File: config.mk
export PLATFORM = sky130hd
export DESIGN_NAME = dual_port_ram_be
export DESIGN_NICKNAME = d
export VERILOG_FILES = /design/src/rtl/ram_pkg.sv /design/src/rtl/ram_byte_lane.sv /design/src/rtl/dual_port_ram_be.sv
export SDC_FILE = /design/constraint.sdc
export NUM_CORES = 1
export LEC_CHECK = 0
export ABC_AREA = 1
export CAP_MARGIN = 20
export CORE_MARGIN = 8
export CORE_UTILIZATION = 40
export CTS_CLUSTER_SIZE = 12
export DETAILED_ROUTE_END_ITERATION = 8
export DONT_BUFFER_PORTS = 1
export HOLD_SLACK_MARGIN = 0.02
export PLACE_DENSITY = 0.65
export SYNTH_ARGS = -nofsm -noshare
export SYNTH_HDL_FRONTEND = slang
export SYNTH_HIERARCHICAL = 1
export SYNTH_SLANG_ARGS = --single-unit
File: constraint.sdc
create_clock -name clk -period 2.4 [get_ports clk]
set_clock_uncertainty 0.2 [all_clocks]
set_input_delay 0.48 -clock clk [delete_from_list [all_inputs] [get_ports clk]]
set_output_delay 0.48 -clock clk [all_outputs]
set_load 0.02 [all_outputs]
File: src/rtl/ram_pkg.sv
// Shared constants and helpers for the byte-lane dual-port RAM family.
package ram_pkg;

  // Collision behaviour selectors for same-address read/write on one edge
  localparam int unsigned RD_MODE_READ_OLD   = 0;
  localparam int unsigned RD_MODE_WRITE_THRU = 1;

  // Number of write lanes in a word
  function automatic int unsigned calc_nb(input int unsigned data_width,
                                          input int unsigned byte_width);
    return data_width / byte_width;
  endfunction

endpackage

File: src/rtl/ram_byte_lane.sv
// One byte lane: simple dual-port array with registered read and collision rule.
module ram_byte_lane
  import ram_pkg::*;
#(
  parameter int unsigned BYTE_WIDTH = 8,
  parameter int unsigned ADDR_WIDTH = 3,
  parameter int unsigned RD_MODE    = 0
) (
  input  logic                  clk,
  input  logic                  rst_n,
  input  logic                  we,
  input  logic [ADDR_WIDTH-1:0] w_addr,
  input  logic [BYTE_WIDTH-1:0] d,
  input  logic                  re,
  input  logic [ADDR_WIDTH-1:0] r_addr,
  output logic [BYTE_WIDTH-1:0] q
);

  localparam int unsigned DEPTH = 1 << ADDR_WIDTH;

  logic [BYTE_WIDTH-1:0] mem [DEPTH];
  logic                  bypass_c;

  // Write-through forwards the incoming byte when both ports hit the same word
  always_comb begin
    bypass_c = (RD_MODE == RD_MODE_WRITE_THRU) && we && (w_addr == r_addr);
  end

  // Storage array; contents are intentionally not reset
  always_ff @(posedge clk) begin
    if (we) begin
      mem[w_addr] <= d;
    end
  end

  // Read data register; holds when no read is requested
  always_ff @(posedge clk or negedge rst_n) begin
    if (!rst_n) begin
      q <= '0;
    end else if (re) begin
      q <= bypass_c ? d : mem[r_addr];
    end
  end

endmodule

File: src/rtl/dual_port_ram_be.sv
// Simple dual-port RAM with byte-lane writes, read strobe and optional output stage.
module dual_port_ram_be
  import ram_pkg::*;
#(
  parameter int unsigned DATA_WIDTH = 8,
  parameter int unsigned ADDR_WIDTH = 3,
  parameter int unsigned BYTE_WIDTH = 8,
  parameter int unsigned RD_MODE    = 0,
  parameter int unsigned OUT_REG    = 0
) (
  input  logic                                         clk,
  input  logic                                         rst_n,
  input  logic                                         we,
  input  logic [calc_nb(DATA_WIDTH, BYTE_WIDTH)-1:0]   be,
  input  logic [ADDR_WIDTH-1:0]                        w_addr,
  input  logic [DATA_WIDTH-1:0]                        d,
  input  logic                                         re,
  input  logic [ADDR_WIDTH-1:0]                        r_addr,
  output logic [DATA_WIDTH-1:0]                        q,
  output logic                                         q_valid
);

  localparam int unsigned NB = calc_nb(DATA_WIDTH, BYTE_WIDTH);

  // Parameter sanity checks at elaboration
  if (DATA_WIDTH % BYTE_WIDTH != 0) begin : g_bad_width
    $error("DATA_WIDTH must be a multiple of BYTE_WIDTH");
  end
  if (RD_MODE > 1) begin : g_bad_rd_mode
    $error("RD_MODE must be 0 or 1");
  end
  if (OUT_REG > 1) begin : g_bad_out_reg
    $error("OUT_REG must be 0 or 1");
  end

  logic                  wr_en_c;
  logic [DATA_WIDTH-1:0] lane_q;
  logic                  s1_valid;

  // Writes presented while reset is asserted are dropped
  always_comb begin
    wr_en_c = we & rst_n;
  end

  // Per-lane storage with its own write enable
  for (genvar i = 0; i < NB; i++) begin : g_lane
    ram_byte_lane #(
      .BYTE_WIDTH(BYTE_WIDTH),
      .ADDR_WIDTH(ADDR_WIDTH),
      .RD_MODE   (RD_MODE)
    ) u_lane (
      .clk   (clk),
      .rst_n (rst_n),
      .we    (wr_en_c & be[i]),
      .w_addr(w_addr),
      .d     (d[i*BYTE_WIDTH +: BYTE_WIDTH]),
      .re    (re),
      .r_addr(r_addr),
      .q     (lane_q[i*BYTE_WIDTH +: BYTE_WIDTH])
    );
  end

  // Stage-1 valid tracks the read strobe one edge later
  always_ff @(posedge clk or negedge rst_n) begin
    if (!rst_n) begin
      s1_valid <= 1'b0;
    end else begin
      s1_valid <= re;
    end
  end

  if (OUT_REG == 1) begin : g_out_reg
    logic [DATA_WIDTH-1:0] s2_q;
    logic                  s2_valid;

    // Output stage captures only words that carry a valid read
    always_ff @(posedge clk or negedge rst_n) begin
      if (!rst_n) begin
        s2_q     <= '0;
        s2_valid <= 1'b0;
      end else begin
        s2_valid <= s1_valid;
        if (s1_valid) begin
          s2_q <= lane_q;
        end
      end
    end

    assign q       = s2_q;
    assign q_valid = s2_valid;
  end else begin : g_no_out_reg
    assign q       = lane_q;
    assign q_valid = s1_valid;
  end

endmodule

==> run_results.csv <==
group,metric,value,unit
status,status,"finished, final reports clean",
floorplan,fp.dieH,104,um
final_layout,drive_above_1_share,5.73,%
critical_path,worst_ep_arrival_time,1360,ps
min_path,holdPathStages,2,
drt,vias_per_cell,4.74,
grt,antenna_found_initial,0,
clock_tree,cts_setup_buffers,0,
drt,routedWlPerCell,16.9,um
grt,grt_pass1_vias,1932,
min_path,hold_class,"in -> reg",
critical_path,regToRegSetupSlack,1210,ps
logic_synthesis,synth_fa_ha_area_share,0,%
critical_path,required,2170,ps
logic_synthesis,synth.top_cell.area_share,61.4,%
placement,gp_congestion,0.897,
critical_path,r2r_cells,6,
drt,dr.pass1.iters,5,
critical_path,startpoint,"be",
timing,rsz0062_at_grt,"false",
final_layout,multi_input_area,663,um^2
final_layout,syn2layout_area_growth,11.6,%
critical_path,r2r_end,"g_lane[0].u_lane/q[7]",
timing,fmax,0.629,GHz
final_layout,ff_latch_area,0.00215,mm^2
clock_tree,clock_sinks,73,
critical_path,critPathMaxFanout,8,
clock_tree,cts_tree,"built",
power,p_leak,1.50,nW
final_layout,utilization,45.6,%
logic_synthesis,syn-num-nets,320,
clock_tree,post_cts_resized,0,
drt,ant_nets,0,
clock_tree,clk_latency,340,ps
power,ir_drop,416,uV
clock_tree,cts_hold_buf,10,
clock_tree,cts_max_level,3,
drt,drt-initial-drc-count,134,
logic_synthesis,synth.largest_area_cell,"edfxtp_1",
grt,grt_overflow,0,
timing,tightest_slew,711,ps
drt,wl,7030,um
floorplan,core-area,0.00765,mm^2
timing,timing.final.max_slew_violations,0,
logic_synthesis,synth.mux.area_fraction,0,%
logic_synthesis,synth_cell_types,12,
placement,portBuffers,0,
critical_path,crit_type,"in -> reg",
drt,num_vias,1971,
logic_synthesis,synthSimpleGateAreaFrac,21.2,%
grt,grt_pass1_wl,10800,um
floorplan,ios,28,
job,drv_cap,0,
final_layout,diodes,0,
critical_path,cp-start-kind,"primary input",
floorplan,die-area,0.0109,mm^2
logic_synthesis,yosys_warnings,6,
clock_tree,clkTransAtPathRegs,70,ps
logic_synthesis,synth_compound_area_share,0,%
logic_synthesis,syn-cell-area,0.00313,mm^2
floorplan,start_util,40.9,%
placement,hpwl,4660,um
critical_path,endpoint,"g_lane[0].u_lane/mem[4][1]",
timing,layout_min_cycle_time,1590,ps
logic_synthesis,synth_top_family_by_area,"simple AND/OR/NAND/NOR gates",
clock_tree,clock-root-buffer,"clkbuf_8",
drt,drc,0,
logic_synthesis,synth_area_per_cell,10.4,um^2
timing,relSlewSlack,52.4,%
timing,setup_viol,0,
critical_path,r2r-start,"g_lane[0].u_lane/mem[1][7]",
floorplan,die_w,104,um
logic_synthesis,seq_area_frac_synth,68.6,%
clock_tree,clk_path_buf_depth,2,
logic_synthesis,synth-xor-area-share,0,%
timing,finalSetupTns,0,ps
power,power_density,781,mW/mm^2
final_layout,n_fill_cell,699,
logic_synthesis,synth_area_leaders,"edfxtp_1 61%, nand2_1 12%, nand3_1 7.7%",
logic_synthesis,synthCells,301,
grt,grt_max_degree,34,
timing,finalHoldViolCount,0,
floorplan,num_rows,32,
timing,period_share,66.2,%
logic_synthesis,ys_ff_latch,73,
clock_tree,numCtsBuffers,9,
final_layout,layout.nets,329,
grt,grt_usage,13.3,%
critical_path,endpoint_kind,"register",
-- cell usage in the layout (no fill, tap or decap), types with 3 or more instances in the layout --
cell type and count:
edfxtp_1 64, nor2_1 8, dlygate4sd3_1 10, nand2_1 103, bufinv_16 3, dfrtp_1 9
nand3_1 48, clkbuf_8 9, inv_1 54
-- critical path: stages --
cell,delay [ps]
inv_1,30
nor2_2,100
nand2_1,160
nor2_1,590
-- worst min-delay path by stage --
| stage | slack (ps) | end | startpoint |
|---|---|---|---|
| 4_1_cts | 70 | g_lane[0].u_lane/q[0] | re |
| 5_1_grt | 80 | g_lane[0].u_lane/q[0] | re |
| 3_3_place_gp | -20 | g_lane[0].u_lane/q[6] | rst_n |
| 6_report | 90 | g_lane[0].u_lane/q[0] | re |
| 2_1_floorplan | -20 | g_lane[0].u_lane/q[0] | rst_n |
| 3_5_place_dp | -20 | g_lane[0].u_lane/q[2] | rst_n |
-- state kept, by name (all words and copies together) (netlist names) --
name,count
g_lane.u_lane/mem,64
q_valid,1
g_lane.u_lane/q,8
-- metal layers --
metal / share of wire (%) / track usage [%] / vias up / wire length, um
li1: - / - / 975 / -
met1: 43 / 16.2 / 922 / 3010
met2: 48 / 20.7 / 65 / 3340
met3: 8.3 / 4.96 / 9 / 581
met4: 1.4 / 5.89 / 0 / 99
met5: 0 / 0 / - / 0
-- kinds of logic after synthesis --
family	Yosys count
flip-flops	73
AND/OR/NAND/NOR	160
buffers and inverters	68
-- final cells by class --
| class | count | share of cell area [%] |
|---|---|---|
| tap | 102 | 3.66 |
| inverter | 56 | 6.10 |
| timing repair buffer | 10 | 2.87 |
| multi-input combinational | 160 | 19.0 |
| clock buffer | 9 | 3.55 |
| sequential | 73 | 61.5 |
| clock inverter | 6 | 3.30 |
-- Yosys cell counts --
| master | instances |
|---|---|
| edfxtp_1 | 64 |
| inv_2 | 1 |
| nor2_2 | 1 |
| nor2_1 | 8 |
| inv_4 | 1 |
| buf_2 | 3 |
| dfrtp_1 | 9 |
| buf_6 | 6 |
| nand3_1 | 48 |
| inv_1 | 54 |
| nand2_1 | 103 |
| buf_4 | 3 |
-- power breakdown --
part / internal [mW] / switching (mW) / total (mW)
clock: 0.690 / 0.451 / 1.14
sequential: 1.41 / 0.0397 / 1.45
combinational: 0.0453 / 0.0907 / 0.136
total: 2.14 / 0.581 / 2.73
-- per-stage QoR --
step	worst slack [ps]	std cells	total power, mW	area, um^2	hold slack [ps]
finish	810	416	2.73	3490	86.8
global route	741	416	2.82	3490	79.6
CTS	832	416	2.75	3490	66.5
detailed placement	469	391	1.58	3150	-15.2
global placement	498	391	1.58	3150	-15.3
floorplan	728	301	1.57	3130	-15.6
Note: power is estimated with default switching activity, not from simulation.
